[config.mk]
export PLATFORM = sky130hd
export DESIGN_NAME = instr_fetch_unit
export DESIGN_NICKNAME = d
export VERILOG_FILES = /design/src/rtl/cpu_pkg.sv /design/src/rtl/branch_resolver.sv /design/src/rtl/instr_fetch_unit.sv
export SDC_FILE = /design/constraint.sdc
export NUM_CORES = 1
export LEC_CHECK = 0
export CAP_MARGIN = 10
export CORE_ASPECT_RATIO = 0.5
export CORE_MARGIN = 4
export CORE_UTILIZATION = 49
export DETAILED_ROUTE_END_ITERATION = 10
export PLACE_DENSITY = 0.82
export SLEW_MARGIN = 20
export SYNTH_ARGS = -nofsm -noshare
export SYNTH_HDL_FRONTEND = slang
export SYNTH_HIERARCHICAL = 1
export SYNTH_SLANG_ARGS = --single-unit
[constraint.sdc]
create_clock -name clk -period 3.7 [get_ports clk]
set_clock_uncertainty 0.15 [all_clocks]
set_input_delay 0.74 -clock clk [delete_from_list [all_inputs] [get_ports clk]]
set_output_delay 0.74 -clock clk [all_outputs]
set_load 0.005 [all_outputs]
[src/rtl/cpu_pkg.sv]
// Shared CPU definitions: branch-op encodings, fetch FSM states, reset PC.
// Imported by the fetch unit, the branch resolver and the decoder.
package cpu_pkg;

  localparam logic [2:0] BR_OP_BR   = 3'b000;
  localparam logic [2:0] BR_OP_BMI  = 3'b001;
  localparam logic [2:0] BR_OP_BPL  = 3'b010;
  localparam logic [2:0] BR_OP_BZ   = 3'b011;
  localparam logic [2:0] BR_OP_NONE = 3'b100;

  typedef enum logic [1:0] {
    S_IDLE,
    S_FETCH,
    S_ISSUE,
    S_HALTED
  } ifu_state_e;

  localparam logic [31:0] RESET_PC_DEF = 32'h0;

endpackage

[src/rtl/branch_resolver.sv]
// Next-PC computation: pc+4, or pc+4+sext(offset)<<2 when the branch is taken.
// Ports: pc, instr, br_op, imm_sel, rs_val in; next_pc, taken out. ADDR_W > 28.
module branch_resolver
  import cpu_pkg::*;
#(
  parameter int ADDR_W = 32,
  parameter int DATA_W = 32
) (
  input  logic [ADDR_W-1:0] pc,
  input  logic [DATA_W-1:0] instr,
  input  logic [2:0]        br_op,
  input  logic              imm_sel,
  input  logic [DATA_W-1:0] rs_val,
  output logic [ADDR_W-1:0] next_pc,
  output logic              taken
);

  logic [25:0]       imm;
  logic [ADDR_W-1:0] off;
  logic [ADDR_W-1:0] seq;
  logic              rs_neg;
  logic              rs_zero;
  logic              unused_hi;

  assign unused_hi = ^instr[DATA_W-1:26];
  assign rs_neg    = rs_val[DATA_W-1];
  assign rs_zero   = (rs_val == '0);

  always_comb begin
    imm = imm_sel ? instr[25:0]
                  : {{10{instr[15]}}, instr[15:0]};
    off = {{(ADDR_W-28){imm[25]}}, imm, 2'b00};
    seq = pc + ADDR_W'(4);
    taken = 1'b0;
    unique case (1'b1)
      (br_op == BR_OP_BR):  taken = 1'b1;
      (br_op == BR_OP_BMI): taken = rs_neg;
      (br_op == BR_OP_BPL): taken = !rs_neg && !rs_zero;
      (br_op == BR_OP_BZ):  taken = rs_zero;
      default:              taken = 1'b0;
    endcase
    next_pc = taken ? seq + off : seq;
  end

endmodule

[src/rtl/instr_fetch_unit.sv]
// Fetch/PC stage: req/ack instruction fetch, issue hold, next-PC select, halt.
// Ports: start, imem_* handshake, instr/instr_valid, exec_done + branch ctrl, pc, halted, retired.
module instr_fetch_unit
  import cpu_pkg::*;
#(
  parameter int               ADDR_W   = 32,
  parameter int               DATA_W   = 32,
  parameter logic [ADDR_W-1:0] RESET_PC = ADDR_W'(RESET_PC_DEF)
) (
  input  logic              clk,
  input  logic              rst_n,
  input  logic              start,
  output logic              imem_req,
  output logic [ADDR_W-1:0] imem_addr,
  input  logic [DATA_W-1:0] imem_rdata,
  input  logic              imem_ack,
  output logic [DATA_W-1:0] instr,
  output logic              instr_valid,
  input  logic              exec_done,
  input  logic              upd_pc,
  input  logic [2:0]        br_op,
  input  logic              imm_sel,
  input  logic [DATA_W-1:0] rs_val,
  output logic [ADDR_W-1:0] pc,
  output logic              halted,
  output logic [31:0]       retired
);

  ifu_state_e        state_q, state_d;
  logic [ADDR_W-1:0] pc_q, pc_d;
  logic [DATA_W-1:0] instr_q, instr_d;
  logic [31:0]       retired_q, retired_d;
  logic [ADDR_W-1:0] br_next;
  logic              unused_taken;

  branch_resolver #(
    .ADDR_W (ADDR_W),
    .DATA_W (DATA_W)
  ) u_br (
    .pc      (pc_q),
    .instr   (instr_q),
    .br_op   (br_op),
    .imm_sel (imm_sel),
    .rs_val  (rs_val),
    .next_pc (br_next),
    .taken   (unused_taken)
  );

  always_ff @(posedge clk or negedge rst_n) begin
    if (!rst_n) begin
      state_q   <= S_IDLE;
      pc_q      <= RESET_PC;
      instr_q   <= '0;
      retired_q <= '0;
    end else begin
      state_q   <= state_d;
      pc_q      <= pc_d;
      instr_q   <= instr_d;
      retired_q <= retired_d;
    end
  end

  always_comb begin
    state_d   = state_q;
    pc_d      = pc_q;
    instr_d   = instr_q;
    retired_d = retired_q;
    unique case (state_q)
      S_IDLE: begin
        if (start) state_d = S_FETCH;
      end
      S_FETCH: begin
        if (imem_ack) begin
          instr_d = imem_rdata;
          state_d = S_ISSUE;
        end
      end
      S_ISSUE: begin
        if (exec_done) begin
          retired_d = retired_q + 32'd1;
          if (!upd_pc) begin
            state_d = S_HALTED;
          end else begin
            pc_d    = br_next;
            state_d = S_FETCH;
          end
        end
      end
      S_HALTED: ;
      default: state_d = S_IDLE;
    endcase
  end

  // Outputs decode straight from state so reset drops the request at once.
  assign imem_req    = (state_q == S_FETCH);
  assign imem_addr   = pc_q;
  assign instr       = instr_q;
  assign instr_valid = (state_q == S_ISSUE);
  assign halted      = (state_q == S_HALTED);
  assign pc          = pc_q;
  assign retired     = retired_q;

endmodule
==> insert_results.sql <==
INSERT INTO impl_metrics (metric_group, metric, value, unit) VALUES
('synthesis', 'ys_seq_area_share', '34.0', '%'),
('final_layout', 'layout.cells.most_common', 'clkdlybuf4s50_1', ''),
('clock_tree', 'cts-htree-levels', '3', ''),
('floorplan', 'die_x', '180', 'um'),
('pwr', 'pwr_density_cell', '797', 'nW/um2'),
('final_layout', 'num-nets-final', '1094', ''),
('global_routing', 'grtUsageTotal', '23.8', '%'),
('final_layout', 'post_route_cells_drive_above_1_share', '23.8', '%'),
('synthesis', 'synth.yosys.warnings', '6', ''),
('placement', 'hpwl', '15.9', 'mm'),
('min_path', 'worst_hold_startpoint', 'retired[31]', ''),
('sta', 'maxClockFrequency', '277', 'MHz'),
('setup_path', 'critPathLaunchType', 'register', ''),
('setup_path', 'cp.arrival', '3.71', 'ns'),
('synthesis', 'ys.flop_type', 'dfrtp_1', ''),
('setup_path', 'critical_path_class', 'reg2reg', ''),
('sta', 'postLayoutSetupSlackWorst', '0.0914', 'ns'),
('synthesis', 'syn_area_per_cell', '9.68', 'um2'),
('min_path', 'hold_path_class', 'reg2reg', ''),
('sta', 'worstMarginPinSlew', '0.919', 'ns'),
('route', 'routed_wire_length_per_instance', '17.7', 'um'),
('synthesis', 'syn-cell-area', '7210', 'um2'),
('setup_path', 'timing.reg2reg.worst_path_depth', '14', ''),
('clock_tree', 'cts.hold.buffers_added', '0', ''),
('setup_path', 'crit_path_start', 'imem_addr[6]', ''),
('clock_tree', 'clock_tree.buffer_depth', '2', ''),
('synthesis', 'postSynthCellCount', '745', ''),
('floorplan', 'total_die_area', '16800', 'um2'),
('synthesis', 'synth_cell_types', '72', ''),
('global_routing', 'grt_max_degree', '71', ''),
('clock_tree', 'root_buf_cell', 'clkbuf_16', ''),
('sta', 'holdWs', '0.342', 'ns'),
('route', 'via_density_per_instance', '5.51', ''),
('global_routing', 'grt_antenna_before_repair', '0', ''),
('setup_path', 'worst_ep_required_time', '3.80', 'ns'),
('route', 'drt_pre_antenna_iters', '7', ''),
('synthesis', 'ys_async_sr_fraction', '100', '%'),
('final_layout', 'final_core_utilization', '70.9', '%'),
('placement', 'pre_cts_slack', '-0.118', 'ns'),
('placement', 'place.port_buffers', '204', ''),
('global_routing', 'grt_pass1_vias', '6639', ''),
('clock_tree', 'insertion_delay', '0.35', 'ns'),
('global_routing', 'grt-ovfl-total', '0', ''),
('setup_path', 'critical_path.max_fanout', '4', ''),
('final_layout', 'layout.cell_area.non_filler', '10200', 'um2'),
('clock_tree', 'clock_sinks', '98', ''),
('placement', 'placedInstanceArea', '9660', 'um2'),
('route', 'drt_first_iter_violations', '342', ''),
('placement', 'post-place-cells', '1159', ''),
('synthesis', 'synthesis.nets', '862', ''),
('route', 'routed-via-count', '6504', ''),
('setup_path', 'slack_of_the_worst_reg_to_reg_path', '0.09', 'ns'),
('sta', 'timing.final.hold_violations', '0', ''),
('final_layout', 'post_layout_nonfiller_instances', '1180', ''),
('global_routing', 'grt_pass1_wl', '33.0', 'mm'),
('clock_tree', 'numCtsBuffers', '9', ''),
('sta', 'max-slew-margin-rel', '38.7', '%'),
('sta', 'period_share', '97.5', '%'),
('floorplan', 'std_cell_rows', '31', ''),
('setup_path', 'worst_r2r_startpoint', 'imem_addr[6]', ''),
('route', 'route.detailed.drc', '0', ''),
('clock_tree', 'clk_transition_reported_paths', '0.09', 'ns'),
('run_status', 'status', 'completed', ''),
('route', 'wl', '20.9', 'mm'),
('setup_path', 'timing.rr.end', 'imem_addr[29]', ''),
('placement', 'gp_congestion', '0.967', ''),
('final_layout', 'most-common-layout-cells', 'clkdlybuf4s50_1 (203), dfrtp_1 (97), buf_4 (71), mux2_2 (65), nand2_1 (58)', ''),
('synthesis', 'synth_enable_flop_cells', '0', ''),
('min_path', 'hold_path_end', 'retired[31]', ''),
('floorplan', 'top_level_ports', '205', ''),
('final_layout', 'antenna_cells_inserted', '0', '');
-- where the power goes --
group | internal [uW] | switching, uW | total, uW
clock network | 482 | 487 | 969
registers | 1420 | 402 | 1820
logic | 2870 | 2500 | 5370
total | 4770 | 3390 | 8160
-- what timing repair did --
item	in CTS	in global routing
endpoints found under the setup margin	1	11
pin swaps	1	23
setup buffers	1	4
gates resized for setup	1	46
gates cloned	0	0
-- through the flow --
step,TNS (ns),total power (uW)
6_report,0,8160
5_1_grt,-0.176,8720
4_1_cts,0,7930
3_5_place_dp,-0.437,6890
3_3_place_gp,-0.0816,6780
2_1_floorplan,0,4860
-- worst max path at each step --
stage                         end  slack, ns  cells past startpoint
detailed placement  imem_addr[31]      -0.12                     14
CTS                 imem_addr[31]       0.03                     14
finish              imem_addr[29]       0.09                     14
floorplan           imem_addr[31]       0.24                     15
global placement    imem_addr[28]      -0.03                     14
global route        imem_addr[29]      -0.07                     14
-- registers in the layout, indices dropped and copies added (netlist names) --
register	cells
retired	32
instr	32
state_q	2
imem_addr	32
-- Yosys cell counts (2+ instances only) --
master	n	area, um2
buf_1	5	18.8
and2_1	7	43.8
ha_1	42	526
a21o_1	28	210
o21a_1	6	45.0
buf_4	34	255
o21ai_0	10	50.1
or3_1	3	18.8
nor2b_1	2	12.5
inv_1	19	71.3
nor4_2	4	50.1
buf_6	3	33.8
nand4b_1	2	17.5
nor4_1	9	56.3
nand3_1	30	150
o21ai_1	11	55.1
mux2_2	65	732
dfrtp_1	98	2450
a211oi_2	2	25.0
nand4_2	2	25.0
nand2_2	2	12.5
and3_2	2	15.0
a31oi_1	3	18.8
o211ai_1	2	15.0
nand4_1	20	125
clkbuf_1	5	18.8
and4_1	3	26.3
a211oi_1	3	22.5
nand2_1	59	221
nor4_4	3	63.8
xnor2_2	3	48.8
o21bai_1	5	37.5
xor2_1	33	289
and3_1	10	62.6
buf_2	7	35.0
nor2_1	57	214
nand2b_1	3	18.8
nor3_1	11	55.1
nand4_4	3	63.8
xnor2_1	47	412
a21oi_1	49	245
or2_2	3	18.8
-- critical path, stage by stage, from the launching register on --
cell and delay, ns:
dfrtp_1 0.35, and4_4 0.28, and3_2 0.20, nand2_1 0.08, xnor2_1 0.27, ha_1 0.34
buf_4 0.18, nand4_1 0.16, o21ai_1 0.18, o311ai_2 0.25, o211ai_1 0.20, a221oi_2 0.34
xor2_1 0.18, a21oi_1 0.08, mux2_2 0.26
-- routing by layer --
| metal | GRT usage (%) | vias up | share of wire (%) |
|---|---|---|---|
| li1 | - | 3101 | - |
| met5 | 0 | - | 0 |
| met1 | 29.7 | 3163 | 42 |
| met4 | 8.05 | 0 | 2.2 |
| met2 | 42.4 | 196 | 51 |
| met3 | 3.87 | 44 | 4.8 |
-- kinds of logic after synthesis --
| family | Yosys count | synth area share, % |
|---|---|---|
| AND/OR/NAND/NOR | 244 | 18.9 |
| buffers and inverters | 75 | 6.12 |
| adder cells (fa/ha/maj) | 43 | 7.56 |
| multiplexers | 67 | 10.4 |
| flip-flops | 98 | 34.0 |
| AO/OA/AOI/OAI | 135 | 12.6 |
| XOR/XNOR | 83 | 10.4 |
-- cell type report --
class                   count  area [um2]
clock buffers               9         225
clock inverters             7        81.3
multi-input cells         572        4550
repair buffers            276        2610
flip-flops and latches     98        2450
fillers                  1087        4190
well taps                 198         248
inverters                  20        75.1
Power figures use the tool's default switching activity.
==> variant 1: new RTL, same flow settings <==
`DATA_W` is set to 32 in 2 places; all go to 36.
--- a/src/rtl/branch_resolver.sv
+++ b/src/rtl/branch_resolver.sv
@@ -4,7 +4,7 @@
   import cpu_pkg::*;
 #(
   parameter int ADDR_W = 32,
-  parameter int DATA_W = 32
+  parameter int DATA_W = 36
 ) (
   input  logic [ADDR_W-1:0] pc,
   input  logic [DATA_W-1:0] instr,
--- a/src/rtl/instr_fetch_unit.sv
+++ b/src/rtl/instr_fetch_unit.sv
@@ -4,7 +4,7 @@
   import cpu_pkg::*;
 #(
   parameter int               ADDR_W   = 32,
-  parameter int               DATA_W   = 32,
+  parameter int               DATA_W   = 36,
   parameter logic [ADDR_W-1:0] RESET_PC = ADDR_W'(RESET_PC_DEF)
 ) (
   input  logic              clk,
Ports: changed (resized imem_rdata, instr and rs_val); port bits go from 205 to 217. No check against the original RTL was run, so the function may have changed too.
==> variant 1 against the unedited design <==
The run now ends with negative setup slack left; critical path depth grew 3; largest power group unchanged; fmax is 8.7% lower; routed wire length up 7.9%; setup slack lost 340 ps; sequential cell count grew 4; area after synthesis down 4.5%; synthesized cell count is 5.6% lower; final area is 3.2% higher; total power increased by 8.0%; largest cell class unchanged.
==> variant 1: results (changes against the unedited design) <==
===============================================================================
Outcome .......................................................... finished, violations left
Violated checks .................................................. negative setup slack
Average detailed-routed wire length per instance .................      18.8 um   +6.4%
Launch instance of the worst register-to-register path ........... imem_addr[2]
Post-synth top cells ............................................. 102 x sky130_fd_sc_hd__dfrtp_1, 92 x sky130_fd_sc_hd__nand2_1, 69 x sky130_fd_sc_hd__mux2_2, 58 x sky130_fd_sc_hd__xnor2_1, 42 x sky130_fd_sc_hd__ha_1
Setup slack at placement .........................................      -139 ps   -20.4 ps
All-Layer GR Usage ...............................................        25.7%   +1.9 points
Share of cells above drive strength 1 ............................        27.8%   +3.9 points
Max VDD drop .....................................................   0.000329 V   -19%
Max-Slew Margin vs Limit .........................................        34.2%   -4.5 points
Total negative slack .............................................     -1670 ps   -1670 ps
Inserted Clock Buffers ...........................................            9   unchanged
Hold Crit Class .................................................. input port to async pin
DP Area ..........................................................  0.00973 mm2   +0.73%
Crit path max fanout .............................................            5   +1
Avg Inst Size Synth ..............................................     9.80 um2   +1.2%
Worst r2r path cells .............................................           17   +3
Post-Synthesis Net Count .........................................          828   -3.9%
Port buffer count ................................................          216   +5.9%
Leakage component of the power ...................................   0.00477 uW   +3.0%
Final-stage net count ............................................         1125   +2.8%
Drt first pass iters .............................................            5   -2
Total number of vias .............................................         6668   +2.5%
Worst EP arrival .................................................      4030 ps   +320 ps
Number of library cell types mapped by synthesis .................           53   -26%
Slack of the critical path .......................................      -253 ps   -344 ps
Clk slew on worst S/H paths ......................................        70 ps   -20 ps
Pin count of the biggest net entering global routing .............           82   +15%
First-pass GRT wire length .......................................      34.3 mm   +3.8%
Placed cell count ................................................         1154   -0.43%
Placed wire-length estimate after detailed placement .............      15.6 mm   -1.7%
Gp weighted congestion ...........................................        0.910   -5.8%
Area contributors post-synth ..................................... sky130_fd_sc_hd__dfrtp_1 37%, sky130_fd_sc_hd__mux2_2 11%, sky130_fd_sc_hd__ha_1 7.6%
Sequential area share after synthesis ............................        37.1%   +3.1 points
Vias in the first global route ...................................         6803   +2.5%
Via density ......................................................         5.57   +1.1%
Post-Route Hold Slack ............................................       276 ps   -65.2 ps
DRC marker count from the first detailed-route iteration .........          397   +16%
Filler Cell Count ................................................          887   -18%
Total of endpoints with negative setup slack in the final report .           10   +10
===============================================================================
-- variant 1: changes by cell type in the layout (fill, tap and decap cells not counted), sizes merged, moves of 5 or more --
| cell | before | now |
|---|---|---|
| nor2 | 57 | 28 |
| nor3 | 12 | 7 |
| clkdlybuf4s50 | 203 | 215 |
| a21oi | 49 | 30 |
| and2 | 9 | 4 |
| a21o | 29 | 16 |
| mux2 | 66 | 71 |
| xnor2 | 50 | 58 |
| nand2 | 61 | 92 |
| buf | 73 | 121 |
| o21ai | 21 | 38 |
| nand3 | 32 | 26 |
-- variant 1: cells by family (layout without fill, tap and decap cells) --
logic type / Yosys count / after routing / share of synthesized area, %
multiplexers: 72 / 72 / 11.8
adder cells (fa/ha/maj): 43 / 43 / 7.92
AO/OA/AOI/OAI: 114 / 114 / 10.6
buffers and inverters: 65 / 367 / 5.45
XOR/XNOR: 87 / 87 / 11.1
flip-flops: 102 / 102 / 37.1
AND/OR/NAND/NOR: 220 / 220 / 16.2
-- variant 1: layout make-up --
class / count / area (um2) / area share (%)
Inverter: 15 / 56.3 / 0.533
Tap cell: 192 / 240 / 2.27
Multi-Input combinational cell: 536 / 4300 / 40.7
Clock inverter: 7 / 95.1 / 0.900
Timing Repair Buffer: 336 / 3090 / 29.2
Sequential cell: 102 / 2550 / 24.2
Clock buffer: 9 / 225 / 2.13
-- variant 1: what timing repair did --
item,CTS,global route
pin swaps,21,33
endpoints found under the setup margin,7,13
gates resized for setup,28,35
buffers inserted,10,18
-- variant 1: worst max-delay path, cell delays in order (launching register included) --
cell and delay [ps]:
sky130_fd_sc_hd__dfrtp_2 420, sky130_fd_sc_hd__ha_2 230, sky130_fd_sc_hd__nand3_2 130, sky130_fd_sc_hd__nor2_4 160, sky130_fd_sc_hd__nand3_1 150, sky130_fd_sc_hd__xnor2_2 220
sky130_fd_sc_hd__ha_1 270, sky130_fd_sc_hd__a21o_1 190, sky130_fd_sc_hd__a21o_1 190, sky130_fd_sc_hd__buf_4 150, sky130_fd_sc_hd__nor2_4 120, sky130_fd_sc_hd__a31oi_4 130
sky130_fd_sc_hd__o211ai_1 350, sky130_fd_sc_hd__a21oi_2 140, sky130_fd_sc_hd__a221oi_2 270, sky130_fd_sc_hd__xor2_1 200, sky130_fd_sc_hd__o21ai_1 80, sky130_fd_sc_hd__mux2_2 260
-- variant 1: routing by layer --
metal  global-route usage (%)  up-vias  wire length [um]
met5                        0        -                 0
met4                     5.12        0               496
met3                     5.44       57              1660
met2                     46.7      299             11400
met1                     31.8     3255              8970
li1                         -     3057                 -
-- variant 1: report_power, final --
group | switching, uW | internal, uW | leakage, uW
clock network | 479 | 548 | 0.000158
logic | 2730 | 3200 | 0.00330
registers | 364 | 1490 | 0.00131
==> variant 2: new RTL, same flow settings <==
Without the edit above. Put one more register stage on the output `retired`, cleared by the reset. The value now appears one clock later. The other outputs are not delayed to match.
--- a/src/rtl/instr_fetch_unit.sv
+++ b/src/rtl/instr_fetch_unit.sv
@@ -98,6 +98,12 @@
   assign instr_valid = (state_q == S_ISSUE);
   assign halted      = (state_q == S_HALTED);
   assign pc          = pc_q;
-  assign retired     = retired_q;
+  always_ff @(posedge clk or negedge rst_n) begin
+    if (!rst_n) begin
+      retired <= '0;
+    end else begin
+      retired <= retired_q;
+    end
+  end
 
 endmodule
Function: changed (Yosys sat finds a counterexample within 4 cycles, from zero or initial values and one cycle with rst_n low).
==> variant 2 against the unedited design <==
Area after synthesis increased by 11%; total power increased by 19%; cell count increased by 7.6%; worst hold slack got worse by 110 ps; sequential cell count increased by 32; routed wire length increased by 14%; critical path type unchanged; via count increased by 7.1%; highest routed layer unchanged; sequential power increased by 21%; die area increased by 10%; final area increased by 13%; setup slack got worse by 10 ps.
==> variant 2: results (changes against the unedited design) <==
=======================================================================
Outcome .................................................. complete, no violations
Max-Slew Margin vs Limit .................................        36.9%   -1.9 points
Gp weighted congestion ...................................        0.928   -4.1%
Max VDD drop .............................................   0.000422 V   +4.5%
CTS Sinks ................................................          130   +33%
Clock buf count ..........................................           19   +10
Multi-input gate area in the final layout ................  0.00464 mm2   +2.1%
Average detailed-routed wire length per instance .........      18.7 um   +5.5%
Inserted Clock Buffers ...................................           17   +8
Leakage component of the power ...........................   0.00529 uW   +14%
Final Cell Area ..........................................   0.0116 mm2   +13%
Worst Hold Depth .........................................            0   -1
X dimension of the die ...................................       189 um   +5.2%
Post-Synthesis Net Count .................................          895   +3.8%
Non-Clock Buffer Count ...................................          292   +5.8%
Post-Route Hold Slack ....................................       232 ps   -110 ps
Gate count after technology mapping ......................          778   +4.4%
Clock latency at the later pin of the worst-skew pair ....       420 ps   +70 ps
Power Dens Cells .........................................   840 mW/mm2   +5.4%
Sequential area share after synthesis ....................        40.6%   +6.6 points
Total of warnings raised by yosys ........................            6   unchanged
Non-CTS inverters ........................................           21   +5.0%
All-Layer GR Usage .......................................        24.4%   +0.59 points
Worst r2r path cells .....................................           17   +3
Via density ..............................................         5.49   -0.44%
Reg area .................................................  0.00325 mm2   +33%
DP Area ..................................................   0.0106 mm2   +9.7%
Area contributors post-synth ............................. sky130_fd_sc_hd__dfrtp_1 41%, sky130_fd_sc_hd__mux2_2 9.1%, sky130_fd_sc_hd__ha_1 6.6%
DRC marker count from the first detailed-route iteration .          445   +30%
Hold path start .......................................... retired_q[30]
Setup slack at placement .................................      -107 ps   +11.0 ps
First-pass GRT wire length ...............................      36.8 mm   +11%
Clock tree cell share of total cell area .................        5.24%   +2.2 points
Share of cells above drive strength 1 ....................        26.1%   +2.3 points
Post-synth top cells ..................................... 130 x sky130_fd_sc_hd__dfrtp_1, 65 x sky130_fd_sc_hd__mux2_2, 64 x sky130_fd_sc_hd__nand2_1, 57 x sky130_fd_sc_hd__nor2_1, 49 x sky130_fd_sc_hd__a21oi_1
Clock network power ......................................      1760 uW   +82%
Placed cell count ........................................         1227   +5.9%
Multi-input gates ........................................          574   +0.35%
Reg-to-Reg End ........................................... imem_addr[26]
Pin count of the biggest net entering global routing .....           69   -2.8%
Filler Cell Count ........................................         1082   -0.46%
Total number of vias .....................................         6969   +7.1%
=======================================================================
==> variant 2: cell types whose count changed after synthesis, moves of 3 or more <==
cell / delta
sky130_fd_sc_hd__nor4_2: -3
sky130_fd_sc_hd__nand2_1: +5
sky130_fd_sc_hd__dfrtp_1: +32
sky130_fd_sc_hd__nand4_1: -3
sky130_fd_sc_hd__nor3_2: +5
sky130_fd_sc_hd__and3_1: -5
==> variant 2: worst max-delay path by stage <==
| stage | startpoint | end | slack [ps] | depth (start not counted) |
|---|---|---|---|---|
| 6_report | imem_addr[7] | imem_addr[26] | 80 | 17 |
| 5_1_grt | imem_addr[7] | imem_addr[22] | -120 | 17 |
| 4_1_cts | imem_addr[7] | imem_addr[31] | 0.2 | 15 |
| 3_5_place_dp | imm_sel | imem_addr[31] | -110 | 13 |
| 3_3_place_gp | imm_sel | imem_addr[30] | -50 | 14 |
| 2_1_floorplan | imem_addr[4] | imem_addr[31] | 240 | 15 |
==> variant 2: layer usage <==
metal | track usage (%) | vias up | share of wire [%]
li1 | - | 3255 | -
met1 | 30.7 | 3425 | 42
met2 | 42.5 | 245 | 51
met3 | 4.95 | 44 | 5.4
met4 | 7.72 | 0 | 2.1
met5 | 0 | - | 0
==> variant 2: kinds of logic (layout without fill, tap and decap cells) <==
family,count (synthesis),count (layout),share of synthesized area (%)
AO/OA/AOI/OAI,135,135,11.3
XOR/XNOR,83,83,9.34
adder cells (fa/ha/maj),43,43,6.80
buffers and inverters,74,345,5.27
flip-flops,130,130,40.6
multiplexers,67,67,9.39
AND/OR/NAND/NOR,246,246,17.3
==> variant 2: what timing repair did <==
item / 4_1_cts / 5_1_grt
pin swaps: 0 / 24
gates resized for setup: 1 / 52
buffers inserted: 0 / 11
setup endpoints to repair: 1 / 11
